--- config.mk ---
export PLATFORM = sky130hd
export DESIGN_NAME = trap_ctrl
export DESIGN_NICKNAME = d
export VERILOG_FILES = /design/src/rtl/trap_ctrl.sv
export SDC_FILE = /design/constraint.sdc
export NUM_CORES = 1
export LEC_CHECK = 0
export ABC_AREA = 1
export CAP_MARGIN = 15
export CORE_AREA = 2 2 107 109
export CTS_CLUSTER_SIZE = 28
export DETAILED_ROUTE_END_ITERATION = 6
export DIE_AREA = 0 0 109 111
export PLACE_DENSITY_LB_ADDON = 0.15
export REMOVE_ABC_BUFFERS = 1
export SYNTH_ARGS = -nofsm -noshare
export SYNTH_HDL_FRONTEND = slang
export SYNTH_SLANG_ARGS = --single-unit
--- constraint.sdc ---
create_clock -name clk -period 3.1 [get_ports clk]
set_clock_uncertainty 0.15 [all_clocks]
set_input_delay 0.775 -clock clk [delete_from_list [all_inputs] [get_ports clk]]
set_output_delay 0.775 -clock clk [all_outputs]
set_load 0.03 [all_outputs]
--- src/rtl/trap_ctrl.sv ---
// Commit-stage trap sequencer: arbitrates interrupt/exceptions/mret, pulses the CSR file, then flushes and redirects fetch.
// Optional feature: TRAP_CTRL_VECTORED_EN enables vectored interrupt targets (mtvec mode 2'b01).
module trap_ctrl #(
  parameter int SYNC_STAGES = 2
) (
  input  logic        clk,
  input  logic        rst,
  input  logic        ext_int_i,
  input  logic        valid_i,
  input  logic        illegal_inst_i,
  input  logic        l_access_fault_i,
  input  logic        s_access_fault_i,
  input  logic        ecall_i,
  input  logic        mret_i,
  input  logic [31:0] pc_cur_i,
  input  logic [31:0] pc_next_i,
  input  logic [31:0] mstatus_i,
  input  logic [31:0] mtvec_i,
  input  logic [31:0] mepc_i,
  output logic        interrupt_o,
  output logic        illegal_inst_o,
  output logic        l_access_fault_o,
  output logic        s_access_fault_o,
  output logic        ecall_m_o,
  output logic        mret_o,
  output logic [31:0] epc_cur_o,
  output logic [31:0] epc_next_o,
  output logic        flush_o,
  output logic        redirect_o,
  output logic [31:0] redirect_pc_o,
  output logic        busy_o
);

  typedef enum logic [1:0] {IDLE, TRAP, RET} state_t;

  state_t state, state_nxt;

  logic [SYNC_STAGES-1:0] sync_q;
  logic                   sync_prev;
  logic                   int_pend;
  logic                   int_rise;
  logic                   int_take;
  logic                   trap;
  logic                   p_int, p_ill, p_lf, p_sf, p_ecall, p_mret;
  logic                   flush, redirect;
  logic [31:0]            redirect_pc, epc_cur, epc_next;
  logic [31:0]            trap_base;
  logic [31:0]            trap_target;
  logic                   unused_bits;

  always_ff @(posedge clk or posedge rst) begin
    if (rst) begin
      sync_q    <= '0;
      sync_prev <= 1'b0;
    end else begin
      sync_q    <= {sync_q[SYNC_STAGES-2:0], ext_int_i};
      sync_prev <= sync_q[SYNC_STAGES-1];
    end
  end

  assign int_rise = sync_q[SYNC_STAGES-1] & ~sync_prev;
  assign int_take = int_pend & mstatus_i[3] & valid_i;

  // A new edge arriving in the issue cycle must win over the clear.
  always_ff @(posedge clk or posedge rst) begin
    if (rst) int_pend <= 1'b0;
    else     int_pend <= int_rise | (int_pend & ~p_int);
  end

  always_ff @(posedge clk or posedge rst) begin
    if (rst) state <= IDLE;
    else     state <= state_nxt;
  end

  assign trap_base = {mtvec_i[31:2], 2'b00};

`ifdef TRAP_CTRL_VECTORED_EN
  logic is_int_q;

  // Remembers whether the trap issued last cycle was the interrupt.
  always_ff @(posedge clk or posedge rst) begin
    if (rst) is_int_q <= 1'b0;
    else     is_int_q <= p_int;
  end

  assign trap_target = (is_int_q && mtvec_i[1:0] == 2'b01) ? trap_base + 32'h2C : trap_base;
  assign unused_bits = ^{mstatus_i[31:4], mstatus_i[2:0]};
`else
  assign trap_target = trap_base;
  assign unused_bits = ^{mstatus_i[31:4], mstatus_i[2:0], mtvec_i[1:0]};
`endif

  always_comb begin
    state_nxt   = state;
    trap        = 1'b0;
    p_int       = 1'b0;
    p_ill       = 1'b0;
    p_lf        = 1'b0;
    p_sf        = 1'b0;
    p_ecall     = 1'b0;
    p_mret      = 1'b0;
    flush       = 1'b0;
    redirect    = 1'b0;
    redirect_pc = '0;
    epc_cur     = '0;
    epc_next    = '0;
    unique case (state)
      IDLE: begin
        if (valid_i) begin
          if (int_take) begin
            p_int = 1'b1;
            trap  = 1'b1;
          end else if (illegal_inst_i) begin
            p_ill = 1'b1;
            trap  = 1'b1;
          end else if (l_access_fault_i) begin
            p_lf = 1'b1;
            trap = 1'b1;
          end else if (s_access_fault_i) begin
            p_sf = 1'b1;
            trap = 1'b1;
          end else if (ecall_i) begin
            p_ecall = 1'b1;
            trap    = 1'b1;
          end else if (mret_i) begin
            p_mret    = 1'b1;
            flush     = 1'b1;
            state_nxt = RET;
          end
          if (trap) begin
            flush     = 1'b1;
            epc_cur   = pc_cur_i;
            epc_next  = pc_next_i;
            state_nxt = TRAP;
          end
        end
      end
      TRAP: begin
        redirect    = 1'b1;
        redirect_pc = trap_target;
        state_nxt   = IDLE;
      end
      RET: begin
        redirect    = 1'b1;
        redirect_pc = mepc_i;
        state_nxt   = IDLE;
      end
      default: state_nxt = IDLE;
    endcase
  end

  // Reset gates everything so outputs drop without waiting for an edge.
  assign interrupt_o      = p_int & ~rst;
  assign illegal_inst_o   = p_ill & ~rst;
  assign l_access_fault_o = p_lf & ~rst;
  assign s_access_fault_o = p_sf & ~rst;
  assign ecall_m_o        = p_ecall & ~rst;
  assign mret_o           = p_mret & ~rst;
  assign flush_o          = flush & ~rst;
  assign redirect_o       = redirect & ~rst;
  assign redirect_pc_o    = rst ? '0 : redirect_pc;
  assign epc_cur_o        = rst ? '0 : epc_cur;
  assign epc_next_o       = rst ? '0 : epc_next;
  assign busy_o           = (state != IDLE) & ~rst;

endmodule
======== Yosys cells after proc, flatten, opt, wreduce, memory -nomap -nowiden ========
Index checks and enable logic that the tools add are counted.
storage, ports and cells
  flip-flop bits (word level) ............. 6
  output and inout bits ................... 105
  input bits .............................. 169
  logic and storage cells ................. 96
operators by class
  reductions and logical operators ........ 4
  multiplexer cells ....................... 62
  bitwise gates (word level) .............. 17
  eq/ne operators ......................... 9
operators by type and width
  cell                count
  $mux 32             9
  $pmux 32 s2         1
  $mux 1              43
  $mux 2              9
  $ne 3x2->1 const B  6
  $and 1x1->1         13
  $reduce_and 7->1    1
  $not 1->1           3
  $eq 2x1->1 const B  1
  $eq 2x2->1 const B  1
  $logic_not 2->1     1
  $ne 2x2->1 const B  1
  $reduce_bool 2->1   1
  $reduce_or 2->1     1
  $or 1x1->1          1

======== Depth between registers and ports, before layout ========
  depth after elaboration ................. 11
  mapped depth ............................ 8
  mapped depth without buffers ............ 8

======== Worst setup path before layout ========
No wires, ideal clock.
  path type ............................... input port to output port
  start point ............................. in rst
  end point ............................... out ecall_m_o
  stages .................................. 5
  data arrival time ....................... 2063 ps
  slack ................................... 112 ps
  data required time ...................... 2175 ps
  path buffers ............................ 2
  cell sequence ........................... inv_2 > nand3_2 > buf_2 > buf_4 > nor3_1
between the ends
  cells in the longest elaborated chain, start to end .. 2
ends and longest elaborated chain
  item         line  source
  from (decl)  7     input logic rst,
  $not 1->1    157   assign ecall_m_o = p_ecall & ~rst;
  $and 1x1->1  157
  to (decl)    24    output logic ecall_m_o,
No other way between the ends.

======== Final worst setup path ========
  start point ............................. in mstatus_i[3]
  end point ............................... out epc_cur_o[27]
between the ends
  cells in the longest elaborated chain, start to end .. 9
ends and longest elaborated chain
  item                       line  source
  from (decl)                17    input logic [31:0] mstatus_i,
  $and 1x1->1 (2 in series)  62    assign int_take = int_pend & mstatus_i[3] & valid_i;
  $mux 1                     110   if (int_take) begin
  $mux 1                     109   if (valid_i) begin
  $mux 1                     107   unique case (state)
  $mux 32                    130   if (trap) begin
  $mux 32                    109
  $mux 32                    107
  $mux 32                    162   assign epc_cur_o = rst ? '0 : epc_cur;
  to (decl)                  26    output logic [31:0] epc_cur_o,
No other way between the ends. The select of a mux whose other input is x is not followed.

==> run summary <==
gr ovfl total: 0
Seq cells post-synth: 6
CTS Buf Count: 3
Post-synth EDFFs: 0
via count: 2519
initial antenna violation count: 0
CP max FO: 12
clk root buf: clkbuf_16
crit end category: primary output
Clock power frac: 0.212
Worst-path clk slew: 0.03 ns
port buffer count: 240
Switching Power: 369.9 uW
CTS tree: done
ratio of cells with drive above 1 in the final layout: 0.3887
Final Cell Area: 0.004208 sq mm
Placement Rows: 39
fin worst setup slack: 0.01515 ns
switch share: 0.3882
status: complete, no violations
ANT cells: 0
Synth warnings: 0
count of final hold-check violations: 0
Layout area overhead: 187.9%
H-tree depth: 1
Crit path arrival time: 2.16 ns
Int Pwr: 583.1 uW
pre-CTS WS: -0.1005 ns
die height: 111 um
Final Wtd Congestion: 0.7765
asr flop ratio synth: 1.000
period utilisation layout: 0.9951
All-Layer GR Usage: 0.1273
first-pass GRT wire length: 12230 um
post-synthesis cell area: 0.001461 sq mm
sequential-to-total area share from yosys stat: 0.1027
dpl cell area: 0.003926 sq mm
cell leakage power: 1.771 nW
Flop pwr share: 0.095
post-route minimum period: 3.085 ns
HP Class: flop to flop
vias in the first global route: 2303
Starting Density: 0.1319
residual DRC count: 0
most common cell after layout, fill and taps aside: clkdlybuf4s50_1
max-slew violations: 0
Avg Cell Area, Syn: 6.326 sq um
DIE WIDTH: 109 um
later-pin clock latency in the skew report: 0.22 ns
Comb pwr share: 0.693
Main synth FF type: dfrtp_1
die area: 0.01210 sq mm
# IOs: 274
worst vdd ir: 0.1612 mV
CORE AREA: 0.01108 sq mm
power density cells: 226.5 mW/mm^2
critical path data required time: 2.17 ns
DRT Pass-1 Iters: 3
Rel. slew slack: 0.7715
Post-Synthesis Cells: 231
WL/cell: 14.33 um
largest net degree at the start of global routing: 54
max_cap viols: 0
Worst Max-Slew Pin Slew: 0.3401 ns
HPWL after DPL: 7051 um
RSZ-0062 raised after global routing: true
Synth cell types: 21
commonest non-fill, non-tap cells in the layout: clkdlybuf4s50_1, buf_4, nand2_1, nor3b_2, a21oi_1
endpoints failing setup: 0
Hold-fix buffers, CTS: 0
f_max: 324.2 MHz
CP startpoint kind: primary input
Max clock buf depth: 2
Post-layout nets: 650
initial drt markers: 83
via/cell ratio: 4.069
antenna-violating nets left: 0
total chip power: 953.0 uW
CTS sink count: 6
final wirelength: 8870 um
Setup CP Type: primary input to primary output
[cells in the mapped netlist, types with 2 or more instances]
master    instances  area share
nor3_1            4       0.014
nor2_1            8       0.021
a21oi_1          31        0.11
nand3_2           2       0.014
buf_6             3       0.023
nand2_1          73        0.19
inv_1             9       0.023
clkbuf_1         12       0.031
ha_1              3       0.026
dfrtp_1           6        0.10
buf_2             7       0.024
nor3b_2          19        0.16
nor3b_1          45        0.23
o21ai_0           2      0.0068
[power groups by stage]
stage | Combinational, mW | Sequential [mW] | Clock [mW]
global route | 0.708 | 0.0922 | 0.211
detailed placement | 0.647 | 0.0921 | 0
global placement | 0.645 | 0.0917 | 0
finish | 0.660 | 0.0909 | 0.202
CTS | 0.649 | 0.0912 | 0.208
floorplan | 0.294 | 0.0907 | 0
[worst paths after layout]
path / startpoint / end / slack, ns / cells past startpoint
setup reg to reg: state[0] / state[0] / 1.61 / 7
min in group asynchronous: rst / state[1] / 0.75 / 3
hold / removal: sync_q[0] / sync_q[1] / 0.19 / 0
setup / recovery: mstatus_i[3] / epc_cur_o[27] / 0.02 / 8
hold reg to reg: sync_q[0] / sync_q[1] / 0.19 / 0
max in group asynchronous: rst / sync_prev / 1.94 / 3
[critical path, stage by stage]
cell and delay (ns):
clkdlybuf4s50_1 0.46, nand3_2 0.07, nand2_2 0.10, nor2_4 0.06
buf_12 0.13, clkbuf_16 0.16, nor3b_1 0.20, buf_4 0.20
[logic make-up (layout without fill, tap and decap cells)]
group	count (synthesis)	count (layout)	share of synthesized area
and+or+nand+nor	156	156	0.6498
AOI/OAI and AO/OA	33	33	0.1130
buffers and inverters	33	278	0.1087
DFF	6	6	0.1027
adders and majority gates	3	3	0.02569
[layout make-up]
cell class	instances	area (sq um)
multi-input combinational	192	1282
sequential	6	150.1
clock buffer	3	75.07
tap	143	178.9
inverter	10	37.54
timing repair buffer	265	2484
fill	1148	6869
[registers in the layout (all words and copies together), names as in the netlist]
name and flops:
sync_prev 1, int_pend 1, sync_q 2, state 2
[what timing repair did]
item	CTS	global route
resized for setup	2	30
gates cloned	0	2
buffers inserted	0	3
setup endpoints to repair	48	26
pin swaps	1	4
[routing by layer]
layer | global-route usage | vias up | routed length, um
li1 | - | 1261 | -
met1 | 0.1212 | 1141 | 2781
met2 | 0.2692 | 111 | 5199
met3 | 0.03175 | 6 | 839
met4 | 0.01197 | 0 | 50
met5 | 0 | - | 0
[stage by stage]
stage / hold slack, ns / utilization / instances / TNS, ns
CTS: 0.1919 / 0.3613 / 614 / -0.04331
floorplan: 0.1812 / - / 208 / -58.01
global route: 0.2149 / 0.3799 / 619 / -0.5836
finish: 0.1914 / 0.3799 / 619 / 0
detailed placement: 0.1847 / 0.3545 / 611 / -1.169
global placement: 0.1824 / 0.3545 / 611 / -0.8219
No activity file was read; power rests on OpenSTA's default activity.
